--- src/rtl/slave_load_ctrl_if.sv ---
// -----------------------------------------------------------------------------
// slave_load_ctrl_if
//   Bundles the AHB read-side handshake of the slave together with the
//   synchronous RAM read port that the load controller drives.
//
//   AHB side : hsel, htrans, hwrite, hsize, haddr, hready_in   (to slave)
//              hreadyout, hresp, hrdata                         (from slave)
//   RAM side : ram_rd_en, ram_addr                              (from slave)
//              ram_rd_data                                      (to slave)
//
//   modport slave  : view taken by slave_load_ctrl
//   modport master : view taken by the surrounding bus fabric / RAM model
// -----------------------------------------------------------------------------
interface slave_load_ctrl_if #(
   parameter int ADDR_W = 32
);
   logic              hsel;
   logic [1:0]        htrans;
   logic              hwrite;
   logic [2:0]        hsize;
   logic [ADDR_W-1:0] haddr;
   logic              hready_in;
   logic              hreadyout;
   logic              hresp;
   logic [31:0]       hrdata;
   logic              ram_rd_en;
   logic [ADDR_W-3:0] ram_addr;
   logic [31:0]       ram_rd_data;

   modport slave (
      input  hsel, htrans, hwrite, hsize, haddr, hready_in, ram_rd_data,
      output hreadyout, hresp, hrdata, ram_rd_en, ram_addr
   );

   modport master (
      output hsel, htrans, hwrite, hsize, haddr, hready_in, ram_rd_data,
      input  hreadyout, hresp, hrdata, ram_rd_en, ram_addr
   );
endinterface

--- src/rtl/slave_load_ctrl.sv ---
// -----------------------------------------------------------------------------
// slave_load_ctrl
//   Read-side data path of the AHB slave. An accepted read issues one word
//   read to the synchronous RAM, waits RAM_LAT cycles, extracts the addressed
//   byte / halfword / word (zero-extended, right-justified) and returns it on
//   hrdata with RAM_LAT+1 data-phase wait states. Writes, IDLE/BUSY transfers
//   and unselected cycles never touch the RAM.
//
//   Ports
//     hclk    : clock, rising edge
//     hreset  : asynchronous, active-high reset
//     bus     : slave_load_ctrl_if.slave (AHB handshake + RAM read port)
//
//   Parameters
//     ADDR_W  : byte address width (must match the interface instance)
//     RAM_LAT : cycles from ram_rd_en sampled high to ram_rd_data valid, 1..8
//
//   Optional feature (macro SLV_MISALIGN_ERR_EN)
//     Defined   : misaligned half/word reads get a two-cycle ERROR response,
//                 no RAM access, hrdata cleared.
//     Undefined : low address bits are ignored for half/word reads and
//                 hresp is tied low.
// -----------------------------------------------------------------------------
module slave_load_ctrl #(
   parameter int ADDR_W  = 32,
   parameter int RAM_LAT = 1
) (
   input logic              hclk,
   input logic              hreset,
   slave_load_ctrl_if.slave bus
);

   localparam int CNT_W = 3;

   typedef enum logic [2:0] {
      S_IDLE,
      S_RD_ISSUE,
      S_RD_WAIT,
      S_RD_CAPT,
      S_RD_DONE,
      S_ERR_1,
      S_ERR_2
   } state_t;

   state_t            state_q,  state_d;
   logic [CNT_W-1:0]  cnt_q,    cnt_d;
   logic [2:0]        size_q,   size_d;
   logic [1:0]        lane_q,   lane_d;
   logic [ADDR_W-3:0] waddr_q,  waddr_d;
   logic [31:0]       hrdata_q, hrdata_d;

   logic rd_req;
   logic can_accept;
   logic misaligned;

   // Only NONSEQ/SEQ reads with the bus ready start a transfer.
   assign rd_req = bus.hsel & ((bus.htrans == 2'b10) | (bus.htrans == 2'b11)) &
                   ~bus.hwrite & bus.hready_in;

`ifdef SLV_MISALIGN_ERR_EN
   // Any hsize other than byte/half is a word access.
   assign misaligned = ((bus.hsize == 3'b001) & bus.haddr[0]) |
                       ((bus.hsize[2:1] != 2'b00) & (bus.haddr[1:0] != 2'b00));
`else
   assign misaligned = 1'b0;
`endif

   // Half reads look only at lane[1] and word reads at neither, which is what
   // forces misaligned addresses onto the aligned container.
   function automatic logic [31:0] extract(input logic [31:0] w,
                                           input logic [2:0]  sz,
                                           input logic [1:0]  lo);
      logic [31:0] r;
      case (sz)
         3'b000: begin
            case (lo)
               2'd0:    r = {24'b0, w[7:0]};
               2'd1:    r = {24'b0, w[15:8]};
               2'd2:    r = {24'b0, w[23:16]};
               default: r = {24'b0, w[31:24]};
            endcase
         end
         3'b001:  r = lo[1] ? {16'b0, w[31:16]} : {16'b0, w[15:0]};
         default: r = w;
      endcase
      return r;
   endfunction

   always_comb begin
      // NOTE: every signal written here gets a default first; a path that
      // skips an assignment would otherwise infer a latch.
      state_d    = state_q;
      cnt_d      = cnt_q;
      size_d     = size_q;
      lane_d     = lane_q;
      waddr_d    = waddr_q;
      hrdata_d   = hrdata_q;
      can_accept = 1'b0;

      case (state_q)
         S_IDLE: can_accept = 1'b1;
         S_RD_ISSUE: begin
            cnt_d   = CNT_W'(RAM_LAT - 1);
            state_d = (RAM_LAT == 1) ? S_RD_CAPT : S_RD_WAIT;
         end
         S_RD_WAIT: begin
            // Leave when the decremented count reaches zero, so RD_CAPT lands
            // exactly RAM_LAT cycles after RD_ISSUE.
            cnt_d = cnt_q - CNT_W'(1);
            if (cnt_q == CNT_W'(1)) state_d = S_RD_CAPT;
         end
         S_RD_CAPT: begin
            hrdata_d = extract(bus.ram_rd_data, size_q, lane_q);
            state_d  = S_RD_DONE;
         end
         S_RD_DONE: begin
            state_d    = S_IDLE;
            can_accept = 1'b1;
         end
`ifdef SLV_MISALIGN_ERR_EN
         S_ERR_1: state_d = S_ERR_2;
         S_ERR_2: begin
            state_d    = S_IDLE;
            can_accept = 1'b1;
         end
`endif
         default: state_d = S_IDLE;
      endcase

      // The ready cycles (IDLE, RD_DONE, ERR_2) double as address phases, so
      // back-to-back reads need no idle gap.
      if (can_accept && rd_req) begin
         size_d  = bus.hsize;
         lane_d  = bus.haddr[1:0];
         waddr_d = bus.haddr[ADDR_W-1:2];
         if (misaligned) begin
            state_d  = S_ERR_1;
            hrdata_d = '0;
         end else begin
            state_d  = S_RD_ISSUE;
         end
      end
   end

   always_ff @(posedge hclk or posedge hreset) begin
      if (hreset) begin
         state_q  <= S_IDLE;
         cnt_q    <= '0;
         size_q   <= '0;
         lane_q   <= '0;
         waddr_q  <= '0;
         hrdata_q <= '0;
      end else begin
         // NOTE: non-blocking updates so every flop samples pre-edge values.
         state_q  <= state_d;
         cnt_q    <= cnt_d;
         size_q   <= size_d;
         lane_q   <= lane_d;
         waddr_q  <= waddr_d;
         hrdata_q <= hrdata_d;
      end
   end

   assign bus.hreadyout = (state_q == S_IDLE) | (state_q == S_RD_DONE) |
                          (state_q == S_ERR_2);
`ifdef SLV_MISALIGN_ERR_EN
   assign bus.hresp     = (state_q == S_ERR_1) | (state_q == S_ERR_2);
`else
   assign bus.hresp     = 1'b0;
`endif
   assign bus.ram_rd_en = (state_q == S_RD_ISSUE);
   assign bus.ram_addr  = waddr_q;
   assign bus.hrdata    = hrdata_q;

endmodule

--- src/flat_wrapper.sv ---
// flat-port wrapper written by rule: the top's interface ports become plain ports
module slave_load_ctrl_flat 
#(
   parameter int ADDR_W  = 32,
   parameter int RAM_LAT = 1
)
  (hclk, hreset, bus_hsel, bus_htrans, bus_hwrite, bus_hsize, bus_haddr, bus_hready_in, bus_ram_rd_data, bus_hreadyout, bus_hresp, bus_hrdata, bus_ram_rd_en, bus_ram_addr);
  slave_load_ctrl_if #(.ADDR_W(ADDR_W)) bus_i ();
  input logic hclk;
  input logic hreset;
  input wire logic [$bits(bus_i.hsel)-1:0] bus_hsel;
  input wire logic [$bits(bus_i.htrans)-1:0] bus_htrans;
  input wire logic [$bits(bus_i.hwrite)-1:0] bus_hwrite;
  input wire logic [$bits(bus_i.hsize)-1:0] bus_hsize;
  input wire logic [$bits(bus_i.haddr)-1:0] bus_haddr;
  input wire logic [$bits(bus_i.hready_in)-1:0] bus_hready_in;
  input wire logic [$bits(bus_i.ram_rd_data)-1:0] bus_ram_rd_data;
  output wire logic [$bits(bus_i.hreadyout)-1:0] bus_hreadyout;
  output wire logic [$bits(bus_i.hresp)-1:0] bus_hresp;
  output wire logic [$bits(bus_i.hrdata)-1:0] bus_hrdata;
  output wire logic [$bits(bus_i.ram_rd_en)-1:0] bus_ram_rd_en;
  output wire logic [$bits(bus_i.ram_addr)-1:0] bus_ram_addr;
  assign bus_i.hsel = bus_hsel;
  assign bus_i.htrans = bus_htrans;
  assign bus_i.hwrite = bus_hwrite;
  assign bus_i.hsize = bus_hsize;
  assign bus_i.haddr = bus_haddr;
  assign bus_i.hready_in = bus_hready_in;
  assign bus_i.ram_rd_data = bus_ram_rd_data;
  assign bus_hreadyout = bus_i.hreadyout;
  assign bus_hresp = bus_i.hresp;
  assign bus_hrdata = bus_i.hrdata;
  assign bus_ram_rd_en = bus_i.ram_rd_en;
  assign bus_ram_addr = bus_i.ram_addr;
  slave_load_ctrl #(.ADDR_W(ADDR_W), .RAM_LAT(RAM_LAT)) u_core (.hclk(hclk), .hreset(hreset), .bus(bus_i));
endmodule
--- config.mk ---
export PLATFORM = sky130hd
export DESIGN_NAME = slave_load_ctrl_flat
export DESIGN_NICKNAME = d
export VERILOG_FILES = /design/src/rtl/slave_load_ctrl_if.sv /design/src/rtl/slave_load_ctrl.sv /design/src/flat_wrapper.sv
export SDC_FILE = /design/constraint.sdc
export NUM_CORES = 1
export LEC_CHECK = 0
export ABC_CLOCK_PERIOD_IN_PS = 2200
export BUFFER_PORTS_ARGS = -buffer_cell sky130_fd_sc_hd__buf_2
export CORE_AREA = 2 2 104 106
export DETAILED_ROUTE_END_ITERATION = 8
export DIE_AREA = 0 0 106 108
export PLACE_DENSITY = 0.66
export SYNTH_ARGS = -nofsm -noshare
export SYNTH_HDL_FRONTEND = slang
export SYNTH_SLANG_ARGS = --single-unit
--- constraint.sdc ---
create_clock -name hclk -period 2.2 [get_ports hclk]
set_input_delay 0.11 -clock hclk [delete_from_list [all_inputs] [get_ports hclk]]
set_output_delay 0.11 -clock hclk [all_outputs]
set_load 0.02 [all_outputs]
==> run metrics <==
Area after DPL=4040 um^2; top post-synthesis cells by area=dfrtp_1 (56%), mux2_2 (14%), a21oi_1 (4.0%); pin count of the biggest net entering global routing=74; DIE AREA=11400 um^2; Core Area=10200 um^2; commonest non-fill, non-tap cell in the layout=buf_2; CTS tree=done; Total Wirelength=8780 um; clk sinks=73; Setup crit start kind=flip-flop; category of the critical setup timing path=reg -> reg; grt ovf=0; Least-Margin Pin Slew=525 ps; Area Overhead vs Synth=41.9%; die width=106 um; crit-path max FO=28; worst skew pair latency=340 ps; wire per inst=14.7 um; initial DRC count=129; CTS Buffer Depth=2; Syn Area/Cell=11.4 um^2; cts hold-fix bufs=36; worst vdd ir=0.000626 V; relative slew slack=0.650; worst hold path class=in -> reg; Post-DRT Antenna Nets=0; layout cell share with drive strength beyond 1=0.444; post-DR vias/cell=4.75; Power Density=1430 nW/um^2; hold path startpoint=bus_ram_rd_data[16]; CP required=2410 ps; Clock Skew=8.91 ps; area leader, netlist=dfrtp_1; most frequent cells in the layout=buf_2 (136), dfrtp_1 (73), mux2_2 (41); # IOs=139; hold path depth=3; quantity of gates resized following cts=0; Mapped Cells=287; Tot GR Track Use=0.158; cell depth of the worst flop-to-flop path=5; outcome=finished clean; die extent in y=108 um; H-tree levels=3; Pre-antenna DRT Iters=4; Final nets=530; post-CTS setup buffer count=0; Leakage Power=2.28 nW; row cnt=37; RR Endpoint=u_core.bus.hrdata[12]; Hold WS=21.4 ps; Syn Std Cell Area=3260 um^2; Worst Setup End Kind=flip-flop; antenna violations before repair=1; vias in the first global route=2956; first-pass GRT wire length=14300 um; Final TNS setup=0 ps; crit path launch=u_core.state_q[1]; WHS Endpoint=u_core.bus.hrdata[16]; Period minus WS final=1860 ps; reg2reg setup slack=340 ps; Routability Congestion=0.773; Final period util=0.846; Final Hold Viols=0; Reg-to-Reg Start=u_core.state_q[1]; Synth Register Bits=73; DP Wirelength=5830 um; max cap viols=0; sequential fraction of the synthesis area=0.560; drt drc=0; Root Buffer=clkbuf_8; RSZ-0062 raised after global routing=no; area share of the largest cell type after synthesis=0.560; TritonCTS buffer count=9; input/output buffers=136; Vias=2832; Initial Util=0.319; Max Clock Freq=537 MHz; count of final setup violators=0; Worst Path Arrival=2070 ps; Slew Viols, Final=0; Finished Cell Area=4630 um^2; Synth Net Count=363; library cells used by synthesis=38; yosys warns=0; CTS clk-pin slew, worst paths=80 ps
-- critical path: stages, from the launching register on --
cell and delay [ps]:
dfrtp_1 540, nor2b_4 250, nand2_1 270, buf_4 350, a221oi_1 240, nor2_1 80
-- state kept, by name, indices dropped and copies added, names as in the netlist --
signal and flops:
u_core.lane_q 2, u_core.size_q 3, u_core.state_q 3, u_core.bus.hrdata 32, u_core.cnt_q 3, u_core.bus.ram_addr 30
-- kinds of logic (layout without fill, tap and decap cells) --
group           after synthesis  after routing  share of synthesized area
compound gates               55             55                      0.109
xor+xnor                      1              1                    0.00268
fa+ha+maj                     2              2                    0.00767
buf+inv                      33            205                     0.0564
flops                        73             73                      0.560
mux                          44             44                      0.151
other cells                   1              2                    0.00115
simple gates                 78             78                      0.112
-- metrics by stage --
stage	power [mW]	instances	util	setup WS [ps]
2_1_floorplan	4.48	287	-	237
3_3_place_gp	5.31	543	0.395	406
3_5_place_dp	5.41	543	0.395	343
4_1_cts	6.69	595	0.452	316
5_1_grt	7.09	596	0.453	141
6_report	6.62	596	0.453	339
-- report_power, final --
group	internal, mW	switching, mW	total, mW
logic	1.20	1.84	3.04
clock network	0.702	0.495	1.20
registers	1.96	0.412	2.37
total	3.86	2.75	6.62
-- synth_stat cells, drive strengths merged --
| cell type | number |
|---|---|
| mux2i | 1 |
| nor2b | 2 |
| nand2 | 27 |
| a221oi | 8 |
| o21ai | 2 |
| nor3 | 3 |
| nor2 | 26 |
| a221o | 1 |
| inv | 12 |
| a21oi | 26 |
| a22oi | 1 |
| and2 | 3 |
| a2bb2oi | 1 |
| clkbuf | 3 |
| dfrtp | 73 |
| o31ai | 6 |
| nor3b | 1 |
| or2 | 1 |
| buf | 18 |
| nand4b | 1 |
| o22a | 2 |
| nor4b | 1 |
| mux2 | 43 |
| nand2b | 2 |
| conb | 1 |
| o22ai | 8 |
| xnor2 | 1 |
| ha | 2 |
| nand3 | 11 |
-- worst max path at each step --
stage,depth (start not counted),slack [ps],endpoint
finish,5,340,u_core.bus.hrdata[12]
global route,5,140,u_core.bus.hrdata[14]
CTS,5,320,u_core.bus.hrdata[24]
detailed placement,5,340,u_core.bus.hrdata[24]
global placement,5,410,u_core.bus.hrdata[10]
floorplan,1,240,u_core.bus.hrdata[0]
-- final cells by class --
| type | count | area (um^2) |
|---|---|---|
| Timing Repair Buffer | 177 | 1100 |
| Inverter | 12 | 46.3 |
| Antenna cell | 1 | 2.50 |
| Fill cell | 951 | 5600 |
| Clock inverter | 4 | 75.1 |
| Clock buffer | 12 | 155 |
| Tap cell | 136 | 170 |
| Multi-Input combinational cell | 181 | 1250 |
| Sequential cell | 73 | 1830 |
-- metal layers --
layer | wire length [um] | track usage | vias to the layer above
met4 | 175 | 0.0648 | 0
met2 | 4360 | 0.275 | 109
met5 | 0 | 0 | -
met1 | 3710 | 0.192 | 1365
met3 | 526 | 0.0325 | 18
li1 | - | - | 1340
No activity file was read; power rests on OpenSTA's default activity.
